[src/rtl/spu_thermal_governor.sv]
// spu_thermal_governor: per-zone thermal governor for the phononic path.
// Each zone runs a debounced NORMAL/THROTTLE/EMERGENCY Moore FSM with
// hysteresis on exit, a stale-sensor timeout that forces throttling, and
// contributes excess temperature to a shared saturating harvest accumulator.

// One thermal zone: FSM, debounce counter, stale timer and latched sample.
module spu_thermal_zone #(
    parameter int                TEMP_W       = 12,
    parameter logic [TEMP_W-1:0] T_THROTTLE   = 12'hC00,
    parameter logic [TEMP_W-1:0] T_EMERG      = 12'hF00,
    parameter logic [TEMP_W-1:0] HYST         = 12'h080,
    parameter int                DEBOUNCE     = 4,
    parameter int                STALE_CYCLES = 1024,
    parameter int                HARV_SHIFT   = 4
) (
    input  logic              clk,
    input  logic              rst,
    input  logic [TEMP_W-1:0] temp,
    input  logic              valid,
    output logic              throttle,
    output logic              emergency,
    output logic              stale,
    output logic              throttle_nxt,
    output logic              enter_emerg,
    output logic [TEMP_W-1:0] harvest_term
);
    localparam int CNT_W = $clog2(DEBOUNCE + 1);
    localparam int STL_W = $clog2(STALE_CYCLES + 1);
    localparam logic [CNT_W-1:0]  DB_LAST    = CNT_W'(DEBOUNCE - 1);
    localparam logic [STL_W-1:0]  STALE_MAX  = STL_W'(STALE_CYCLES);
    localparam logic [TEMP_W-1:0] EMERG_EXIT = T_EMERG - HYST;
    localparam logic [TEMP_W-1:0] THR_EXIT   = T_THROTTLE - HYST;

    typedef enum logic [1:0] {
        ZS_NORMAL    = 2'd0,
        ZS_THROTTLE  = 2'd1,
        ZS_EMERGENCY = 2'd2
    } zone_state_e;

    zone_state_e       state_q, state_d, target;
    logic [CNT_W-1:0]  dcnt_q, dcnt_d;
    logic [STL_W-1:0]  stale_q, stale_d;
    logic [TEMP_W-1:0] latched_q;
    logic              qualify;

    // Next-state: emergency entry bypasses debounce; all other moves need
    // DEBOUNCE consecutive qualifying valid samples, firing on the last one.
    always_comb begin
        state_d = state_q;
        dcnt_d  = dcnt_q;
        qualify = 1'b0;
        target  = state_q;
        case (state_q)
            ZS_NORMAL: begin
                qualify = (temp >= T_THROTTLE);
                target  = ZS_THROTTLE;
            end
            ZS_THROTTLE: begin
                qualify = (temp < THR_EXIT);
                target  = ZS_NORMAL;
            end
            ZS_EMERGENCY: begin
                qualify = (temp < EMERG_EXIT);
                target  = ZS_THROTTLE;
            end
            default: begin
                // unreachable encoding: fall back toward NORMAL
                qualify = 1'b1;
                target  = ZS_NORMAL;
            end
        endcase
        if (valid) begin
            if (temp >= T_EMERG) begin
                state_d = ZS_EMERGENCY;
                dcnt_d  = '0;
            end else if (qualify) begin
                if (dcnt_q >= DB_LAST) begin
                    state_d = target;
                    dcnt_d  = '0;
                end else begin
                    dcnt_d = dcnt_q + CNT_W'(1);
                end
            end else begin
                dcnt_d = '0;
            end
        end
    end

    // Stale timer: cleared by any valid sample, otherwise counts up and parks.
    always_comb begin
        stale_d = stale_q;
        if (valid)
            stale_d = '0;
        else if (stale_q != STALE_MAX)
            stale_d = stale_q + STL_W'(1);
    end

    // Zone state registers; latched temp keeps the last valid sample.
    always_ff @(posedge clk) begin
        if (rst) begin
            state_q   <= ZS_NORMAL;
            dcnt_q    <= '0;
            stale_q   <= '0;
            latched_q <= '0;
        end else begin
            state_q <= state_d;
            dcnt_q  <= dcnt_d;
            stale_q <= stale_d;
            if (valid)
                latched_q <= temp;
        end
    end

    assign stale        = (stale_q == STALE_MAX);
    assign emergency    = (state_q == ZS_EMERGENCY);
    assign throttle     = (state_q != ZS_NORMAL) || stale;
    assign throttle_nxt = (state_d != ZS_NORMAL) || (stale_d == STALE_MAX);
    assign enter_emerg  = (state_d == ZS_EMERGENCY) && (state_q != ZS_EMERGENCY);
    assign harvest_term = ((state_q != ZS_NORMAL) && (latched_q >= T_THROTTLE))
                          ? ((latched_q - T_THROTTLE) >> HARV_SHIFT) : '0;
endmodule

// Top: NUM_ZONES zone instances plus shared irq, count and harvest logic.
module spu_thermal_governor #(
    parameter int                NUM_ZONES    = 4,
    parameter int                TEMP_W       = 12,
    parameter logic [TEMP_W-1:0] T_THROTTLE   = 12'hC00,
    parameter logic [TEMP_W-1:0] T_EMERG      = 12'hF00,
    parameter logic [TEMP_W-1:0] HYST         = 12'h080,
    parameter int                DEBOUNCE     = 4,
    parameter int                STALE_CYCLES = 1024,
    parameter int                HARV_W       = 16,
    parameter int                HARV_SHIFT   = 4
) (
    input  logic                                 clk,
    input  logic                                 rst,
    input  logic [NUM_ZONES*TEMP_W-1:0]          temp_sensors,
    input  logic [NUM_ZONES-1:0]                 temp_valid,
    input  logic                                 harvest_clr,
    output logic [NUM_ZONES-1:0]                 thermal_throttle,
    output logic [NUM_ZONES-1:0]                 thermal_emergency,
    output logic [NUM_ZONES-1:0]                 sensor_stale,
    output logic [$clog2(NUM_ZONES+1)-1:0]       throttle_count,
    output logic                                 emerg_irq,
    output logic [HARV_W-1:0]                    harvested_power
);
    localparam int CNT_W = $clog2(NUM_ZONES + 1);
    localparam int SUM_W = TEMP_W + $clog2(NUM_ZONES + 1);
    localparam int ACC_W = ((HARV_W > SUM_W) ? HARV_W : SUM_W) + 1;
    localparam logic [ACC_W-1:0] HARV_SAT = (ACC_W'(1) << HARV_W) - ACC_W'(1);

    logic [NUM_ZONES-1:0]             throttle_nxt;
    logic [NUM_ZONES-1:0]             enter_emerg;
    logic [NUM_ZONES-1:0][TEMP_W-1:0] terms;
    logic [SUM_W-1:0]                 term_sum;
    logic [CNT_W-1:0]                 count_d;
    logic [ACC_W-1:0]                 acc_sum;
    logic [HARV_W-1:0]                harv_d;

    for (genvar i = 0; i < NUM_ZONES; i++) begin : g_zone
        spu_thermal_zone #(
            .TEMP_W       (TEMP_W),
            .T_THROTTLE   (T_THROTTLE),
            .T_EMERG      (T_EMERG),
            .HYST         (HYST),
            .DEBOUNCE     (DEBOUNCE),
            .STALE_CYCLES (STALE_CYCLES),
            .HARV_SHIFT   (HARV_SHIFT)
        ) u_zone (
            .clk          (clk),
            .rst          (rst),
            .temp         (temp_sensors[i*TEMP_W +: TEMP_W]),
            .valid        (temp_valid[i]),
            .throttle     (thermal_throttle[i]),
            .emergency    (thermal_emergency[i]),
            .stale        (sensor_stale[i]),
            .throttle_nxt (throttle_nxt[i]),
            .enter_emerg  (enter_emerg[i]),
            .harvest_term (terms[i])
        );
    end

    // Popcount of next-cycle throttle vector keeps the count aligned with
    // thermal_throttle; harvest sums pre-edge zone terms with saturation.
    always_comb begin
        count_d  = '0;
        term_sum = '0;
        for (int i = 0; i < NUM_ZONES; i++) begin
            count_d  = count_d + CNT_W'(throttle_nxt[i]);
            term_sum = term_sum + SUM_W'(terms[i]);
        end
        acc_sum = ACC_W'(harvested_power) + ACC_W'(term_sum);
        harv_d  = (acc_sum > HARV_SAT) ? {HARV_W{1'b1}} : acc_sum[HARV_W-1:0];
    end

    // Shared registered outputs; clear beats accumulation.
    always_ff @(posedge clk) begin
        if (rst) begin
            throttle_count  <= '0;
            emerg_irq       <= 1'b0;
            harvested_power <= '0;
        end else begin
            throttle_count  <= count_d;
            emerg_irq       <= |enter_emerg;
            harvested_power <= harvest_clr ? '0 : harv_d;
        end
    end
endmodule
[config.mk]
export PLATFORM = sky130hd
export DESIGN_NAME = spu_thermal_governor
export DESIGN_NICKNAME = d
export VERILOG_FILES = /design/src/rtl/spu_thermal_governor.sv
export SDC_FILE = /design/constraint.sdc
export NUM_CORES = 1
export LEC_CHECK = 0
export CAP_MARGIN = 20
export CORE_MARGIN = 1.5
export CORE_UTILIZATION = 58
export CTS_BUF_LIST = sky130_fd_sc_hd__clkbuf_8
export CTS_CLUSTER_DIAMETER = 40
export DETAILED_ROUTE_END_ITERATION = 8
export MAX_ROUTING_LAYER = met4
export PLACE_DENSITY = 0.87
export REMOVE_ABC_BUFFERS = 1
export SLEW_MARGIN = 15
export SYNTH_ARGS = -nofsm -noshare
export SYNTH_HDL_FRONTEND = slang
export SYNTH_SLANG_ARGS = --single-unit
[constraint.sdc]
create_clock -name clk -period 5.08 [get_ports clk]
set_input_delay 1.524 -clock clk [delete_from_list [all_inputs] [get_ports clk]]
set_output_delay 1.524 -clock clk [all_outputs]
set_load 0.02 [all_outputs]
## Yosys cells after proc, flatten, opt, wreduce, memory -nomap -nowiden

Cells that the tools add are included.

| storage, ports and cells | value |
|---|---|
| register bits after elaboration | 132 |
| latch bits | 0 |
| memory bits (writable) | 0 |
| memory bits (read-only) | 0 |
| input bits | 55 |
| output and inout port bits | 32 |
| logic and storage cells | 174 |
| memories kept | 0 |

| operators by class | value |
|---|---|
| add/subtract/negate cells | 19 |
| multiply operators | 0 |
| divide/modulo/power cells | 0 |
| order comparisons | 25 |
| eq/ne operators | 28 |
| shift operators | 0 |
| mux-type cells | 49 |
| bitwise operators | 0 |
| reductions and logical operators | 34 |

Operators with widths:

| cell | number |
|---|---|
| $ge 12x12->1 const B | 12 |
| $lt 12x12->1 const B | 8 |
| $eq 11x11->1 const B | 8 |
| $mux 11 | 8 |
| $sub 12x12->12 const B | 4 |
| $add 11x1->11 const B | 4 |
| $ne 11x11->1 const B | 4 |
| $mux 3 | 12 |
| $mux 2 | 16 |
| $mux 8 | 4 |
| $add 16x15->17 | 1 |
| $gt 17x16->1 const B | 1 |
| $eq 2x2->1 const B | 8 |
| $mux 16 | 1 |
| $reduce_bool 2->1 | 8 |
| $add 14x12->15 | 1 |
| $add 13x12->14 | 1 |
| $add 12x12->13 | 1 |
| $add 3x1->3 const B | 4 |
| $ge 3x2->1 const B | 4 |
| $pmux 1 s3 | 4 |
| $reduce_or 2->1 | 5 |
| $eq 2x1->1 const B | 4 |
| $logic_and 1x1->1 | 8 |
| other kinds (8) | 24 |

## Logic depth before layout (Yosys ltp)

| depth | value |
|---|---|
| depth in word-level cells | 12 |
| depth in mapped cells | 18 |
| gate-level depth less buffers | 16 |

## Modules after synthesis

A second synthesis with hierarchy kept.

| unflattened totals | value |
|---|---|
| cell total of the unflattened synthesis | 965 |
| area total of the unflattened synthesis | 8154.1 sq um |

By module, submodules not included:

| module | times used | cells each | area each (sq um) | seq. area each (sq um) |
|---|---|---|---|---|
| spu_thermal_zone | 4 | 168 | 1431.4 | 480.5 |
| spu_thermal_governor | 1 | 293 | 2428.6 | 400.4 |

## Least setup slack after synthesis

Ideal clock, no wire load.

| timing | value |
|---|---|
| path kind | reg-to-reg |
| start point | register g_zone[0].u_zone.state_q[0] |
| end point | register harvested_power[15] |
| library setup time | 119 ps |
| data arrival time | 4295 ps |
| required time | 4961 ps |
| path slack | 666 ps |
| cell stages (with the launch flop) | 16 |
| path buffers | 0 |
| period minus slack after synthesis | 4414 ps |
| path through | dfxtp_1 -> nor2_1 -> nor2b_1 -> nand2_1 -> fa_1 -> fa_1 -> fa_1 -> inv_1 -> ha_1 -> fa_1 -> a211oi_1 -> o211ai_1 -> a221oi_1 -> and3b_1 -> o21ai_0 -> a21oi_1 |

| on the way | value |
|---|---|
| word-level cells in the longest chain between the ends | 9 |

Ends and longest elaborated chain:

| element | line | source |
|---|---|---|
| from (decl) | 40 | `zone_state_e state_q, state_d, target;` |
| from (signal assigned) | 106 | `state_q <= state_d;` |
| $reduce_bool 2->1 (*) | 119 | `assign harvest_term = ((state_q != ZS_NORMAL) && (latched_q >= T_THROTTLE))` |
| $logic_and 1x1->1 (*) | 119 |  |
| $mux 8 (*) | 120 | `? ((latched_q - T_THROTTLE) >> HARV_SHIFT) : '0;` |
| $add 12x12->13 (*) | 190 | `term_sum = term_sum + SUM_W'(terms[i]);` |
| $add 13x12->14 (*) | 190 |  |
| $add 14x12->15 (*) | 190 |  |
| $add 16x15->17 (*) | 192 | `acc_sum = ACC_W'(harvested_power) + ACC_W'(term_sum);` |
| $gt 17x16->1 | 193 | `harv_d = (acc_sum > HARV_SAT) ? {HARV_W{1'b1}} : acc_sum[HARV_W-1:0];` |
| $mux 16 (*) | 193 |  |
| to (signal assigned) | 205 | `harvested_power <= harvest_clr ? '0 : harv_d;` |
| to (decl) | 145 | `output logic [HARV_W-1:0] harvested_power` |

Every way passes the cells marked *; elsewhere a longest branch is shown, timed or not.
A chain may end at the register's enable or synchronous reset.

## Worst setup path in the final report

Same ends and word-level chain as after synthesis.

==> reports/qor.yml <==
pwr:
  leakage_nw: 3.460
  switching_power_uw: 487.5
  peakVddDrop_mv: 0.2287
  clkPwrFrac: 0.485
  powerDensity_nw_per_um2: 261.2
  p_sw_frac: 0.2282
  intPower_mw: 1.648
  p_seq_frac: 0.443
  combPwrFrac: 0.071
synthesis:
  syn_area_um2: 6955
  syn_inst: 817
  async_flop_share: 0
  ys_seq_area_frac: 0.3339
  synth_top_area_share: 0.3339
  synth-seq-cells: 116
  synth_top_area_cell: "dfxtp_1"
  synth.avg_cell_area_um2: 8.513
  netlist_top_cells_area: "dfxtp_1 (33%), fa_1 (6.9%), ha_1 (6.7%), mux2i_1 (5.6%), nor2_1 (5.6%)"
  synth_cell_types: 59
  synthFlopType: "dfxtp_1"
  yosys_warnings: 0
  synth-edff-count: 0
place:
  dp.cells: 999
  place_hpwl_um: 10880
  port_buffers: 70
  gp_congestion: 0.9177
sta:
  post-route-min-period_ps: 4669
  worstMarginPinSlew_ps: 615.8
  fin_crit_sh: 0.9190
  slew_headroom: 0.5894
  finalMaxSlewViolations: 0
  hold_viol: 0
  setup_viol: 0
  fin_tns_setup_ps: 0
  finClkSkew_ps: 10.52
  rsz0062_at_grt: "no"
  whs_ps: 478.9
  fmax_mhz: 214.2
routing:
  vias: 5853
  dr.pass1.iters: 7
  drc: 2
  ant_nets: 0
  wirelength_um: 15450
  viasPerCell: 5.677
  routedWlPerCell_um: 14.99
  drtIter0Drc: 387
outcome:
  violations: "design-rule violations"
  status: "complete, but fails checks"
worst_setup_path:
  timing.rr.start: "g_zone[0].u_zone.state_q[0]"
  worst_setup_path_end_kind: "flop"
  reg2reg_depth: 16
  critPathKind: "reg -> reg"
  arrival_ps: 5010
  worstPathRequired_ps: 5420
  r2r-end: "harvested_power[15]"
  ff2ff_setup_slack_ps: 410
  critical_path.startpoint_type: "flop"
  critPathMaxFanout: 8
finish:
  nets: 991
  final_util: 0.7071
  layout.cells.non_filler: 1031
  area_growth_pct: 17.58
  drive_above_1_share: 0.06757
  num_antenna_cells: 0
floorplan:
  dieArea_um2: 12660
  die_height_um: 112.5
  placementRows: 39
  die-width_um: 112.5
  core_region_area_um2: 11560
  start_util: 0.6014
  io_pins: 87
worst_hold_path:
  hold_end: "g_zone[0].u_zone.latched_q[8]"
  hp-start: "g_zone[0].u_zone.latched_q[8]"
  hold_depth: 2
  hold_path_class: "reg -> reg"
grt:
  grt_max_degree: 35
  grt_pass1_vias: 5545
  grt.total_usage: 0.2615
  gr-total-overflow: 0
  grt_pass1_wl_um: 25820
  grt_antenna_before_repair: 0
clocking:
  cts_tree: "built"
  cts_buffer_depth: 2
  clk_pin_slew_ps: 70
  post_cts_resized: 0
  clock_latency_ps: 460
  clock-sinks: 116
  cts-hold-fix-buffers: 0
  post_cts_buffers: 0
  cts_root_buf: "clkbuf_8"
  htreeDepth: 4
  numCtsBuffers: 17
flow_run:
  drv_cap: 0
## registers in the layout, summed over array words and instances (netlist names)
name                     flops
harvested_power             16
g_zone.u_zone.dcnt_q        12
throttle_count               3
g_zone.u_zone.stale_q       44
emerg_irq                    1
g_zone.u_zone.state_q        8
g_zone.u_zone.latched_q     32
## final cells by class
type | instances | area, um2
clock inverters | 14 | 232.7
well taps | 143 | 178.9
repair buffers | 79 | 763.2
fillers | 833 | 3387
inverters | 73 | 274.0
flip-flops and latches | 116 | 2322
clock buffers | 18 | 247.7
multi-input cells | 588 | 4159
## cells by family after synthesis
kind of cell,after synthesis,share of synthesized area
AOI/OAI and AO/OA,122,0.1105
xor gates and xnor gates,54,0.06800
adders and majority gates,61,0.1356
buffers and inverters,113,0.06908
DFF,116,0.3339
muxes,43,0.06260
and+or+nand+nor,308,0.2204
## worst max path at each step
stage / from / to / cells after the start
2_1_floorplan: g_zone[0].u_zone.state_q[0] / harvested_power[15] / 15
3_3_place_gp: temp_sensors[9] / throttle_count[1] / 12
3_5_place_dp: temp_sensors[9] / throttle_count[1] / 12
4_1_cts: g_zone[0].u_zone.state_q[0] / harvested_power[15] / 16
5_1_grt: g_zone[0].u_zone.state_q[0] / harvested_power[15] / 16
6_report: g_zone[0].u_zone.state_q[0] / harvested_power[15] / 16
## power groups by stage
stage	Combinational, mW	Sequential (mW)	Clock, mW
3_3_place_gp	0.146	0.966	0
5_1_grt	0.167	0.949	1.09
2_1_floorplan	0.0716	0.964	0
3_5_place_dp	0.149	0.967	0
6_report	0.152	0.947	1.04
4_1_cts	0.151	0.947	1.04
## synthesized netlist by cell type (all sizes together) (22+ instances only)
library cell / number
nand3: 26
xor2: 31
nor3: 27
xnor2: 23
ha: 37
a21oi: 48
fa: 24
dfxtp: 116
nor2: 104
clkbuf: 22
nand2: 49
mux2i: 39
inv: 73
## metrics by stage
stage	instance area, um2	power (mW)	setup WS, ps
after floorplan	6749	1.036	665.6
after global placement	7691	1.113	463.5
after detailed placement	7691	1.116	386.2
after CTS	8172	2.141	330.8
after global routing	8178	2.203	100.6
final	8178	2.136	411.2
## per-layer routing
metal  vias to the layer above  wire (um)  track usage
li1                       2879          -            -
met1                      2769       7025       0.3274
met2                       171       7134       0.4074
met3                        34        818      0.05616
met4                         0        471       0.1198
met5                         -          0            -
## placed cells by master (no fill, tap or decap), types with 9 or more instances in the layout
cell type and count:
a211oi_1 10, a21oi_1 48, a31oi_1 9, and2_1 14, and3_1 14, buf_4 9
clkbuf_8 18, clkdlybuf4s50_1 69, dfxtp_1 116, fa_1 24, ha_1 37, inv_1 73
mux2i_1 39, nand2_1 49, nand2b_1 9, nand3_1 26, nand4_1 11, nor2_1 104
nor2b_1 20, nor3_1 26, o21ai_0 19, xnor2_1 23, xor2_1 31
## critical path, stage by stage (launching register included)
cell and delay, ps:
dfxtp_1 430, nor2_1 120, nor2b_1 130, buf_4 160
nand2_1 80, fa_1 490, fa_1 540, fa_1 550
inv_1 50, ha_1 230, fa_1 440, a211oi_1 370
o211ai_1 170, a221oi_2 370, and3b_1 230, o21ai_0 140
a21oi_1 50
Note: power is estimated with default switching activity, not from simulation.
